==> src/rtl/reg_slice_pkg.sv <==
// -----------------------------------------------------------------------------
// reg_slice_pkg
// Shared constants and helpers for the register-slice pipeline.
//   STAGES_MAX : largest supported number of cascaded skid stages
//   clog2()    : ceiling log2, used to size the occupancy counter
// -----------------------------------------------------------------------------
package reg_slice_pkg;

  localparam int STAGES_MAX = 8;

  // Ceiling log2 of value; clog2(1) = 0.
  function automatic int clog2(input int value);
    int res;
    int rem;
    res = 32'sd0;
    rem = value - 32'sd1;
    while (rem > 32'sd0) begin
      res = res + 32'sd1;
      rem = rem >>> 1;
    end
    return res;
  endfunction

endpackage

==> src/rtl/reg_slice_pipe_if.sv <==
// -----------------------------------------------------------------------------
// reg_slice_pipe_if
// Valid/ready streaming channel carrying one DW-bit word.
//   valid : producer has a word
//   ready : consumer can take the word
//   data  : the word
// Modports: master = producer side, slave = consumer side.
// -----------------------------------------------------------------------------
interface reg_slice_pipe_if #(
  parameter int DW = 32
);

  logic          valid;
  logic          ready;
  logic [DW-1:0] data;

  modport master (output valid, output data, input ready);
  modport slave  (input valid, input data, output ready);

endinterface

==> src/rtl/reg_slice_stage.sv <==
// -----------------------------------------------------------------------------
// reg_slice_stage
// One skid-buffer register slice: a main register feeding the output and a
// skid register that catches the word accepted while main is stalled.
//   clk, rst_n           : clock, async active-low reset
//   in_valid/in_ready/in_data    : upstream channel
//   out_valid/out_ready/out_data : downstream channel
// in_ready comes only from the skid-valid flop, so no combinational path
// runs from out_ready back to in_ready.
// -----------------------------------------------------------------------------
module reg_slice_stage
  import reg_slice_pkg::*;
#(
  parameter int DW       = 32,
  parameter int DATA_RST = 0
) (
  input  logic          clk,
  input  logic          rst_n,
  input  logic          in_valid,
  output logic          in_ready,
  input  logic [DW-1:0] in_data,
  output logic          out_valid,
  input  logic          out_ready,
  output logic [DW-1:0] out_data
);

  logic          main_v_r;
  logic          skid_v_r;
  logic [DW-1:0] main_d_r;
  logic [DW-1:0] skid_d_r;

  logic          main_v_nxt_s;
  logic          skid_v_nxt_s;
  logic [DW-1:0] main_d_nxt_s;
  logic [DW-1:0] skid_d_nxt_s;

  logic          in_fire_s;
  logic          load_main_s;

  assign in_ready  = ~skid_v_r;
  assign out_valid = main_v_r;
  assign out_data  = main_d_r;

  assign in_fire_s   = in_valid & ~skid_v_r;
  assign load_main_s = ~main_v_r | out_ready;

  // Next-state for main and skid: main refills from skid first, then input.
  always_comb begin
    main_v_nxt_s = main_v_r;
    skid_v_nxt_s = skid_v_r;
    main_d_nxt_s = main_d_r;
    skid_d_nxt_s = skid_d_r;
    if (load_main_s) begin
      if (skid_v_r) begin
        // in_ready is low here, so no new word can arrive this cycle
        main_v_nxt_s = 1'b1;
        main_d_nxt_s = skid_d_r;
        skid_v_nxt_s = 1'b0;
      end else begin
        main_v_nxt_s = in_fire_s;
        if (in_fire_s) begin
          main_d_nxt_s = in_data;
        end else begin
          main_d_nxt_s = main_d_r;
        end
      end
    end else begin
      if (in_fire_s) begin
        skid_v_nxt_s = 1'b1;
        skid_d_nxt_s = in_data;
      end else begin
        skid_v_nxt_s = skid_v_r;
      end
    end
  end

  // Valid flags: always cleared by reset.
  always_ff @(posedge clk or negedge rst_n) begin
    if (!rst_n) begin
      main_v_r <= 1'b0;
      skid_v_r <= 1'b0;
    end else begin
      main_v_r <= main_v_nxt_s;
      skid_v_r <= skid_v_nxt_s;
    end
  end

  generate
    if (DATA_RST != 0) begin : g_data_rst
      // Data registers with async clear.
      always_ff @(posedge clk or negedge rst_n) begin
        if (!rst_n) begin
          main_d_r <= {DW{1'b0}};
          skid_d_r <= {DW{1'b0}};
        end else begin
          main_d_r <= main_d_nxt_s;
          skid_d_r <= skid_d_nxt_s;
        end
      end
    end else begin : g_data_norst
      // Data registers without reset; contents are qualified by the valid flags.
      always_ff @(posedge clk) begin
        main_d_r <= main_d_nxt_s;
        skid_d_r <= skid_d_nxt_s;
      end
    end
  endgenerate

endmodule

==> src/rtl/reg_slice_pipe.sv <==
// -----------------------------------------------------------------------------
// reg_slice_pipe
// STAGES cascaded skid register slices with an occupancy counter.
//   clk, rst_n : clock, async active-low reset
//   s_if       : upstream channel (slave modport)
//   m_if       : downstream channel (master modport), driven from the last
//                stage's main register
//   o_count    : registered number of words held (0 .. 2*STAGES)
// -----------------------------------------------------------------------------
module reg_slice_pipe
  import reg_slice_pkg::*;
#(
  parameter int DW       = 32,
  parameter int STAGES   = 2,
  parameter int DATA_RST = 0,
  localparam int CW      = clog2(2 * STAGES + 1)
) (
  input  logic              clk,
  input  logic              rst_n,
  reg_slice_pipe_if.slave   s_if,
  reg_slice_pipe_if.master  m_if,
  output logic [CW-1:0]     o_count
);

  // Link g connects stage g-1 to stage g; link 0 is the input, link STAGES the output.
  logic [STAGES:0]         vld_s;
  logic [STAGES:0]         rdy_s;
  logic [STAGES:0][DW-1:0] dat_s;

  logic          s_fire_s;
  logic          m_fire_s;
  logic [CW-1:0] count_r;
  logic [CW-1:0] count_nxt_s;

  assign vld_s[0]      = s_if.valid;
  assign dat_s[0]      = s_if.data;
  assign s_if.ready    = rdy_s[0];
  assign m_if.valid    = vld_s[STAGES];
  assign m_if.data     = dat_s[STAGES];
  assign rdy_s[STAGES] = m_if.ready;

  generate
    for (genvar g = 0; g < STAGES; g++) begin : g_stage
      reg_slice_stage #(
        .DW       (DW),
        .DATA_RST (DATA_RST)
      ) u_stage (
        .clk       (clk),
        .rst_n     (rst_n),
        .in_valid  (vld_s[g]),
        .in_ready  (rdy_s[g]),
        .in_data   (dat_s[g]),
        .out_valid (vld_s[g+1]),
        .out_ready (rdy_s[g+1]),
        .out_data  (dat_s[g+1])
      );
    end
  endgenerate

  assign s_fire_s = vld_s[0] & rdy_s[0];
  assign m_fire_s = vld_s[STAGES] & rdy_s[STAGES];

  // Occupancy next-state: simultaneous in and out leave the count unchanged.
  always_comb begin
    count_nxt_s = count_r;
    case ({s_fire_s, m_fire_s})
      2'b10:   count_nxt_s = count_r + CW'(1);
      2'b01:   count_nxt_s = count_r - CW'(1);
      default: count_nxt_s = count_r;
    endcase
  end

  // Occupancy register.
  always_ff @(posedge clk or negedge rst_n) begin
    if (!rst_n) begin
      count_r <= {CW{1'b0}};
    end else begin
      count_r <= count_nxt_s;
    end
  end

  assign o_count = count_r;

endmodule

==> src/flat_wrapper.sv <==
// flat-port wrapper written by rule: the top's interface ports become plain ports
module reg_slice_pipe_flat import reg_slice_pkg::*;
#(
  parameter int DW       = 32,
  parameter int STAGES   = 2,
  parameter int DATA_RST = 0,
  localparam int CW      = clog2(2 * STAGES + 1)
)
  (clk, rst_n, o_count, s_if_valid, s_if_data, s_if_ready, m_if_valid, m_if_data, m_if_ready);
  reg_slice_pipe_if #(.DW(DW)) s_if_i ();
  reg_slice_pipe_if #(.DW(DW)) m_if_i ();
  input  logic clk;
  input  logic rst_n;
  output logic [CW-1:0] o_count;
  input wire logic [$bits(s_if_i.valid)-1:0] s_if_valid;
  input wire logic [$bits(s_if_i.data)-1:0] s_if_data;
  output wire logic [$bits(s_if_i.ready)-1:0] s_if_ready;
  output wire logic [$bits(m_if_i.valid)-1:0] m_if_valid;
  output wire logic [$bits(m_if_i.data)-1:0] m_if_data;
  input wire logic [$bits(m_if_i.ready)-1:0] m_if_ready;
  assign s_if_i.valid = s_if_valid;
  assign s_if_i.data = s_if_data;
  assign s_if_ready = s_if_i.ready;
  assign m_if_valid = m_if_i.valid;
  assign m_if_data = m_if_i.data;
  assign m_if_i.ready = m_if_ready;
  reg_slice_pipe #(.DW(DW), .STAGES(STAGES), .DATA_RST(DATA_RST)) u_core (.clk(clk), .rst_n(rst_n), .s_if(s_if_i), .m_if(m_if_i), .o_count(o_count));
endmodule
==> config.mk <==
export PLATFORM = sky130hd
export DESIGN_NAME = reg_slice_pipe_flat
export DESIGN_NICKNAME = d
export VERILOG_FILES = /design/src/rtl/reg_slice_pkg.sv /design/src/rtl/reg_slice_pipe_if.sv /design/src/rtl/reg_slice_stage.sv /design/src/rtl/reg_slice_pipe.sv /design/src/flat_wrapper.sv
export SDC_FILE = /design/constraint.sdc
export NUM_CORES = 1
export LEC_CHECK = 0
export CORE_MARGIN = 2
export CORE_UTILIZATION = 30
export CTS_CLUSTER_SIZE = 10
export DETAILED_ROUTE_END_ITERATION = 7
export HOLD_SLACK_MARGIN = 0.03
export PLACE_DENSITY_LB_ADDON = 0.05
export RECOVER_POWER = 25
export SETUP_SLACK_MARGIN = 0.15
export SLEW_MARGIN = 25
export SYNTH_ARGS = -nofsm -noshare
export SYNTH_HDL_FRONTEND = slang
export SYNTH_SLANG_ARGS = --single-unit
==> constraint.sdc <==
create_clock -name clk -period 3.7 [get_ports clk]
set_clock_uncertainty 0.15 [all_clocks]
set_input_delay 1.11 -clock clk [delete_from_list [all_inputs] [get_ports clk]]
set_output_delay 1.11 -clock clk [all_outputs]
set_load 0.01 [all_outputs]
# --- Word level (Yosys, flattened, before mapping) ---
# Index checks and enable logic that the tools add are counted.
# Widths: inputs -> output; s select.
totals:
  elab_cells: 44
  register_bits: 135
  out_inout_bits: 37
  in_bits: 36
classes:
  add_sub_neg: 2
  mux: 11
  bitwise_logic: 11
  eq_ne: 2
  reduce_logical: 9
op_table:
  columns: ["operator", "n"]
  rows:
  - ["$mux 32", 4]
  - ["$reduce_bool 2->1", 5]
  - ["$reduce_and 2->1", 4]
  - ["$mux 1", 6]
  - ["$not 1->1", 6]
  - ["$pmux 3 s2", 1]
  - ["$add 3x1->3 const B", 1]
  - ["$and 1x1->1", 3]
  - ["$sub 3x1->3 const B", 1]
  - ["$eq 2x1->1 const B", 1]
  - ["$eq 2x2->1 const B", 1]
  - ["$or 1x1->1", 2]

# --- Depth between registers and ports, before layout ---
# Gate-level depths: netlist of the first run.
logic_depth:
  ltp_word: 4
  depth_mapped: 9
  ltp_nobuf: 7

# --- By module ---
# From an unflattened synthesis of the first run, not the netlist that was laid out.
hier_totals:
  hier_cells: 230
  hier_area_um2: 5246.3
by_module_without_submodules:
  columns: ["module", "cells_per_inst", "seq_area_each_um2", "instances", "area_per_inst_um2"]
  rows:
  - ["reg_slice_stage", 109, 1971.9, 2, 2543.7]
  - ["reg_slice_pipe", 12, 75.1, 1, 158.9]

# --- Least setup slack after synthesis of the first run ---
# Ideal clock, no wire load.
synth_timing:
  path_kind: "input to register"
  startpoint: "input port m_if_ready"
  endpoint: "register u_core.g_stage[1].u_stage.skid_d_r[0], enable pin"
  path_buffers: 0
  path_slack_ns: -0.612
  arrival_time_ns: 3.694
  stages: 2
  setup_time_ns: 0.468
  required_time_ns: 3.082
  cell_sequence: "nand2b_1 nor3b_1"
synth_via:
  elab_chain_len: 3
synth_lines:
  columns: ["item", "line", "text"]
  rows:
  - ["from (decl)", "flat_wrapper.sv:20", "input wire logic [$bits(m_if_i.ready)-1:0] m_if_ready;"]
  - ["$or 1x1->1", "reg_slice_stage.sv:45", "assign load_main_s = ~main_v_r | out_ready;"]
  - ["$not 1->1 (no line)", null, null]
  - ["$reduce_and 2->1 (no line)", null, null]
  - ["to (signal assigned)", "reg_slice_stage.sv:104", "skid_d_r <= skid_d_nxt_s;"]
  - ["to (decl)", "reg_slice_stage.sv:30", "logic [DW-1:0] skid_d_r;"]
# No other way between the ends.
# A chain may end at the register's enable or synchronous reset.

# --- Worst setup path in the final report of the first run ---
layout_timing:
  startpoint: "register u_core.g_stage[0].u_stage.skid_v_r"
  endpoint: "output port s_if_ready"
layout_via:
  elab_chain_len: 1
layout_lines:
  columns: ["item", "line", "text"]
  rows:
  - ["from (decl)", "reg_slice_stage.sv:28", "logic skid_v_r;"]
  - ["from (signal assigned)", "reg_slice_stage.sv:84", "skid_v_r <= skid_v_nxt_s;"]
  - ["$not 1->1", "reg_slice_stage.sv:40", "assign in_ready = ~skid_v_r;"]
  - ["to (decl)", "flat_wrapper.sv:17", "output wire logic [$bits(s_if_i.ready)-1:0] s_if_ready;"]
# No other way between the ends.

==> results.yml, run 1 <==
route:
  post_drt_via_cell_ratio: 4.03
  final_antenna_net_count: 0
  routed_wire_length_per_instance_um: 15.7
  num_vias: 2248
  drtPass1Iterations: 4
  drt_iter0_drc: 97
  detail_route.drc_violations: 0
  routed_wirelength_mm: 8.75
place:
  buffer_ports.inserted: 72
  place_congestion: 0.644
  place_hpwl_mm: 5.42
clock_network:
  post_cts_resize_count: 0
  cts_hold_buf: 0
  cts.repair_timing.setup_buffer_count: 0
  cts-root-buf: "sky130_fd_sc_hd__clkbuf_16"
  cts.reportedPaths.clkPinSlew_ns: 0.06
  worst_skew_pair.late_latency_ns: 0.41
  clock_tree_from_tritoncts: "yes"
  count_of_clock_tree_sinks: 135
  tritoncts.num_buffers: 17
  h-tree-depth: 4
  max-clock-path-buffers: 2
worst_setup_path:
  data_arrival_time_of_the_critical_path_ns: 1.44
  worstPathRequired_ns: 2.44
  max_stage_delay_cell_worst_path: "sky130_fd_sc_hd__clkdlybuf4s50_1"
  timing.critical_path.cells: "inv_1 > clkdlybuf4s50_1"
  critPathMaxFanout: 2
  cpPeakStageDelay_ns: 0.54
  critPathLaunchType: "flop"
  path_class: "flop to primary output"
  critical_path.top_delay_family: "buffers and inverters"
  r2r.worst_path.cells: 3
  crit_path_start: "u_core.g_stage[0].u_stage.skid_v_r"
  worstSetupEndpoint: "s_if_ready"
  regToRegEndpoint: "u_core.g_stage[0].u_stage.skid_d_r[18]"
  path_buf_inv: 2
  worstSetupEndpointType: "primary output"
  r2r-start: "u_core.g_stage[1].u_stage.skid_v_r"
  setup.reg_to_reg.worst_slack_ns: 1.38
  cp_num_cells: 2
worst_hold_path:
  hold_path_class: "flop to flop"
  holdPathStages: 0
timing:
  achievable-frequency_ghz: 0.371
  slew-limit-headroom_pct: 42.4
  finalMaxSlewViolations: 0
  setup_viol: 0
  final.setup.tns_ns: 0
  fin_crit_ns: 2.70
  final.hold.worst_slack_ns: 0.295
  rsz0062_at_grt: "no"
  worst_pin_slew_ns: 0.863
  hold_fails_final_rpt: 0
  share_of_the_cycle_needed_by_the_critical_path_after_routing_pct: 72.9
power_and_ir_drop:
  static_leak_nw: 2.34
  vdd.ir_drop.worst_mv: 0.325
  powerDensity_nw_per_um2: 584
finish:
  drive_gt1_share_pct: 26.7
  antenna_cells_inserted: 0
  fill_cells: 1672
  multi_input_comb_area_um2: 1070
  sequential_cell_area_um2: 4020
  finalNetCount: 356
  flow.area_growth_from_synthesis_pct: 22.1
global_route:
  global_route.usage.total_pct: 9.94
  global_route.overflow_total: 0
  first_global_vias: 2543
  antenna_violations_before_repair: 0
  grt_first_pass_wirelength_mm: 14.1
  grt_max_degree: 34
floorplanning:
  top_level_ports: 73
  fp.dieH_um: 139
  total_number_of_placement_rows: 49
  design.die.area_um2: 19200
  floorplan.initialDensity_pct: 30.4
  die_width_um: 139
  coreArea_um2: 17900
logic_synthesis:
  synthesis.area_um2: 5440
  synth_fp_nets: 299
  synth_cells: 261
  yosys.cell_types.count: 20
  yosys_warnings: 0
  ys_ff_latch: 135
  synth-seq-area-share_pct: 73.9
  syn-mean-instance-area_um2: 20.8
flow_run:
  reported_max_cap_violation_count: 0
status:
  run_status: "complete, no violations"
[how the worst min path moves through the flow]
stage	from	endpoint	slack [ns]
detailed placement	u_core.g_stage[0].u_stage.out_data[8]	u_core.g_stage[1].u_stage.skid_d_r[8]	0.29
floorplan	u_core.g_stage[0].u_stage.out_data[0]	u_core.g_stage[1].u_stage.skid_d_r[0]	0.27
finish	u_core.g_stage[0].u_stage.out_data[24]	u_core.g_stage[1].u_stage.skid_d_r[24]	0.29
CTS	u_core.g_stage[0].u_stage.out_data[18]	u_core.g_stage[1].u_stage.skid_d_r[18]	0.30
global placement	u_core.g_stage[0].u_stage.out_data[3]	u_core.g_stage[1].u_stage.skid_d_r[3]	0.28
global route	u_core.g_stage[0].u_stage.out_data[2]	u_core.g_stage[1].u_stage.skid_d_r[2]	0.31
[flip-flops by register name, indices dropped and copies added, names as in the netlist]
signal                            cells
u_core.g_stage.u_stage.out_data      64
u_core.g_stage.u_stage.out_valid      2
u_core.g_stage.u_stage.skid_d_r      64
u_core.g_stage.u_stage.skid_v_r       2
u_core.o_count                        3
[layer usage]
layer,GRT usage (%),part of all wire [%],vias up
met4,5.90,2.2,0
li1,-,-,1070
met5,0,0,-
met2,15.7,49,51
met1,11.8,45,1111
met3,3.56,3.9,16
[synth_stat cells]
library cell | count | area share, %
sky130_fd_sc_hd__a21oi_1 | 1 | 0.092
sky130_fd_sc_hd__and2_1 | 1 | 0.12
sky130_fd_sc_hd__buf_12 | 2 | 0.74
sky130_fd_sc_hd__buf_4 | 32 | 4.4
sky130_fd_sc_hd__buf_6 | 5 | 1.0
sky130_fd_sc_hd__buf_8 | 1 | 0.28
sky130_fd_sc_hd__dfrtp_1 | 7 | 3.2
sky130_fd_sc_hd__edfxtp_1 | 128 | 71
sky130_fd_sc_hd__fa_1 | 1 | 0.37
sky130_fd_sc_hd__ha_1 | 1 | 0.23
sky130_fd_sc_hd__inv_1 | 1 | 0.069
sky130_fd_sc_hd__mux2_2 | 10 | 2.1
sky130_fd_sc_hd__mux2_4 | 55 | 15
sky130_fd_sc_hd__nand2_1 | 4 | 0.28
sky130_fd_sc_hd__nand2b_1 | 1 | 0.12
sky130_fd_sc_hd__nor2_1 | 6 | 0.41
sky130_fd_sc_hd__nor2b_1 | 1 | 0.12
sky130_fd_sc_hd__nor3b_1 | 1 | 0.14
sky130_fd_sc_hd__xnor2_1 | 2 | 0.32
sky130_fd_sc_hd__xor2_1 | 1 | 0.16
[cells in the final DEF, fill, tap and decap left out, types with 5 or more instances in the layout]
| master | count |
|---|---|
| sky130_fd_sc_hd__nor2_1 | 5 |
| sky130_fd_sc_hd__mux2_2 | 10 |
| sky130_fd_sc_hd__clkbuf_16 | 17 |
| sky130_fd_sc_hd__clkdlybuf4s50_1 | 43 |
| sky130_fd_sc_hd__mux2_1 | 8 |
| sky130_fd_sc_hd__dlygate4sd3_1 | 29 |
| sky130_fd_sc_hd__edfxtp_1 | 128 |
| sky130_fd_sc_hd__buf_4 | 5 |
| sky130_fd_sc_hd__clkinv_1 | 6 |
| sky130_fd_sc_hd__dfrtp_1 | 6 |
| sky130_fd_sc_hd__mux2_4 | 47 |
[area by class of cell]
class                   instances  share of cell area, %
well taps                     229                   4.32
flip-flops and latches        135                   60.5
clock inverters                 9                  0.565
multi-input cells              85                   16.2
clock buffers                  21                   6.63
inverters                       1                 0.0565
repair buffers                 78                   11.7
[kinds of logic after synthesis]
logic type / count (synthesis) / share of synthesized area, %
xor+xnor: 3 / 0.483
fa+ha+maj: 2 / 0.598
mux: 65 / 17.2
flops: 135 / 73.9
buf+inv: 41 / 6.53
compound gates: 1 / 0.0919
simple gates: 14 / 1.17
[report_power, final]
part           leakage (nW)  switching, mW  internal, mW
combinational         0.812          0.215         0.297
sequential             1.29         0.0760          1.89
clock                 0.235          0.575         0.828
total                  2.34          0.866          3.01
[metrics by stage]
step	cell area [um^2]	std cells	util, %	power [mW]	worst slack [ns]
floorplan	5450	261	-	2.35	0.368
global placement	6190	528	34.6	2.54	0.693
detailed placement	6190	528	34.6	2.54	0.715
CTS	6670	558	37.3	3.97	0.967
global route	6640	558	37.1	4.05	0.941
finish	6640	558	37.1	3.88	1.00
No activity file was read; power rests on OpenSTA's default activity.
==> run 2, diff against run 1 <==
Clock period 3.7 ns to 2.5 ns, I/O delays scaled along.
==> run 2 against run 1 <==
Net effect: worst hold slack worse by 0.0019 ns; cell count up 1.3%; die area unchanged; sequential share of layout area down 2.3 points; routed wire length down 0.27%; core utilization up 1.5 points; register-to-register slack worse by 1.1 ns; first-iteration DRC count up 27%; sequential power up 47%; worst setup slack worse by 0.79 ns; critical endpoint is now u_core.o_count[2]; highest routed layer unchanged.
==> results.yml, run 2 (synthesis gave the netlist of run 1 again) <==
status:
  run_status: "complete, no violations"
finish:
  flow.area_growth_from_synthesis_pct: 26.9
  final_cell_count_no_fill: 565
  final_cell_mix: "sky130_fd_sc_hd__edfxtp_1 (128), sky130_fd_sc_hd__mux2_4 (55), sky130_fd_sc_hd__clkdlybuf4s50_1 (37)"
  drive_gt1_share_pct: 33.9
  finalNetCount: 361
  antenna_cells_inserted: 0
  post_route_utilization_pct: 38.6
  mostFrequentLayoutCell: "sky130_fd_sc_hd__edfxtp_1"
  postLayoutCellArea_um2: 6900
timing:
  final.setup.tns_ns: 0
  post-route-worst-setup-slack_ns: 0.212
  hold_fails_final_rpt: 0
  worst_pin_slew_ns: 1.21
  share_of_the_cycle_needed_by_the_critical_path_after_routing_pct: 91.5
  achievable-frequency_ghz: 0.437
  rsz0062_at_grt: "no"
  slew-limit-headroom_pct: 19.6
  final.hold.worst_slack_ns: 0.293
  setup_viol: 0
  fin_crit_ns: 2.29
  finalMaxSlewViolations: 0
floorplanning:
  coreArea_um2: 17900
  die_width_um: 139
  top_level_ports: 73
  design.die.area_um2: 19200
  total_number_of_placement_rows: 49
  floorplan.initialDensity_pct: 30.4
  fp.dieH_um: 139
power_and_ir_drop:
  power_total_mw: 6.33
  powerDensity_nw_per_um2: 918
  vdd.ir_drop.worst_mv: 0.474
  static_leak_nw: 2.47
route:
  post_drt_via_cell_ratio: 4.00
  routed_wire_length_per_instance_um: 15.4
  wire_length_on_met1_mm: 3.80
  drtPass1Iterations: 3
  wl_met2_mm: 4.39
  met3_length_um: 338
  routed_wirelength_mm: 8.73
  routed.top_layer: "met4"
  final_antenna_net_count: 0
  num_vias: 2262
  detail_route.drc_violations: 0
  drt_iter0_drc: 123
worst_setup_path:
  setup.reg_to_reg.worst_slack_ns: 0.28
  critPathMaxFanout: 2
  max_stage_delay_cell_worst_path: "sky130_fd_sc_hd__dlygate4sd3_1"
  timing.critical_path.cells: "dlygate4sd3_1 > and2_1 > ha_1 > fa_1 > xnor2_1 > nor2_1 > xor2_1"
  r2r-start: "u_core.g_stage[1].u_stage.skid_v_r"
  worstPathRequired_ns: 2.65
  cpPeakStageDelay_ns: 0.55
  data_arrival_time_of_the_critical_path_ns: 2.44
  r2r.worst_path.cells: 2
  regToRegEndpoint: "u_core.g_stage[1].u_stage.out_data[3]"
  path_class: "primary input to flop"
  critPathLaunchType: "primary input"
  worstSetupEndpointType: "flop"
global_route:
  global_route.overflow_total: 0
  first_global_vias: 2444
  antenna_violations_before_repair: 0
  grt_max_degree: 34
  grt_first_pass_wirelength_mm: 13.8
  global_route.usage.total_pct: 9.80
clock_network:
  max-clock-path-buffers: 2
  cts-root-buf: "sky130_fd_sc_hd__clkbuf_16"
  cts_hold_buf: 0
  count_of_clock_tree_sinks: 135
  h-tree-depth: 4
  cts.reportedPaths.clkPinSlew_ns: 0.06
  worst_skew_pair.late_latency_ns: 0.41
  clock_tree_from_tritoncts: "yes"
  tritoncts.num_buffers: 17
worst_hold_path:
  holdPathStages: 0
  worst_hold_endpoint: "u_core.g_stage[1].u_stage.skid_d_r[31]"
  hold_path_class: "flop to flop"
  hold_path.startpoint: "u_core.g_stage[0].u_stage.out_data[31]"
place:
  dp_worst_setup_slack_ns: -0.0857
  buffer_ports.inserted: 72
  placement.cell_area_um2: 6290
  place_congestion: 0.666
  place_hpwl_mm: 5.21
  dp_cells: 532
flow_run:
  reported_max_cap_violation_count: 0
[run 2: cell count changes in the layout (fill, tap and decap cells not counted), sizes merged]
cell	change
clkinv	-3
dlygate4sd2	+1
buf	+4
dlygate4sd3	+5
bufinv	+4
clkbuf	-1
clkdlybuf4s50	-6
clkinvlp	+3
[run 2: worst max-delay path, delay by kind of cell]
| kind | cells | cell delay, ns |
|---|---|---|
| XOR/XNOR | 2 | 0.31 |
| buffers and inverters | 1 | 0.55 |
| adder cells (fa/ha/maj) | 2 | 0.62 |
| AND/OR/NAND/NOR | 2 | 0.22 |
[run 2: layer usage]
metal	vias up	GRT usage [%]
li1	1084	-
met1	1107	11.6
met2	54	15.9
met3	17	3.00
met4	0	5.58
met5	-	0
[run 2: what timing repair did]
item	in CTS	in global routing
gates resized for setup	1	1
endpoints found under the setup margin	1	2
cloned	0	0
setup buffers	0	1
[run 2: layout make-up]
cell class / instances / area (um^2)
Clock buffer: 19 / 443
Clock inverter: 13 / 180
Fill cell: 1660 / 11000
Inverter: 1 / 3.75
Multi-Input combinational cell: 85 / 1100
Sequential cell: 135 / 4020
Tap cell: 229 / 287
Timing Repair Buffer: 83 / 862
[run 2: worst max path at each step]
stage	start	endpoint	slack, ns	depth (start not counted)
floorplan	m_if_ready	u_core.g_stage[1].u_stage.skid_d_r[0]	0.17	2
global placement	m_if_ready	u_core.o_count[2]	-0.04	7
detailed placement	m_if_ready	u_core.o_count[2]	-0.09	7
CTS	u_core.g_stage[1].u_stage.out_valid	m_if_valid	0.15	1
global route	u_core.g_stage[1].u_stage.skid_v_r	u_core.g_stage[1].u_stage.out_data[1]	0.14	2
finish	m_if_ready	u_core.o_count[2]	0.21	7
[run 2: power by group]
| group | switching, mW | internal (mW) | total [mW] |
|---|---|---|---|
| Combinational | 0.337 | 0.486 | 0.823 |
| Sequential | 0.103 | 2.79 | 2.89 |
| Clock | 0.927 | 1.69 | 2.62 |
==> run 3, diff against run 2 <==
Settings changed: HOLD_SLACK_MARGIN 0.03 to not set.
==> results of run 3 <==
Same layout as run 2: the final DEF is identical, and so are final timing and power.
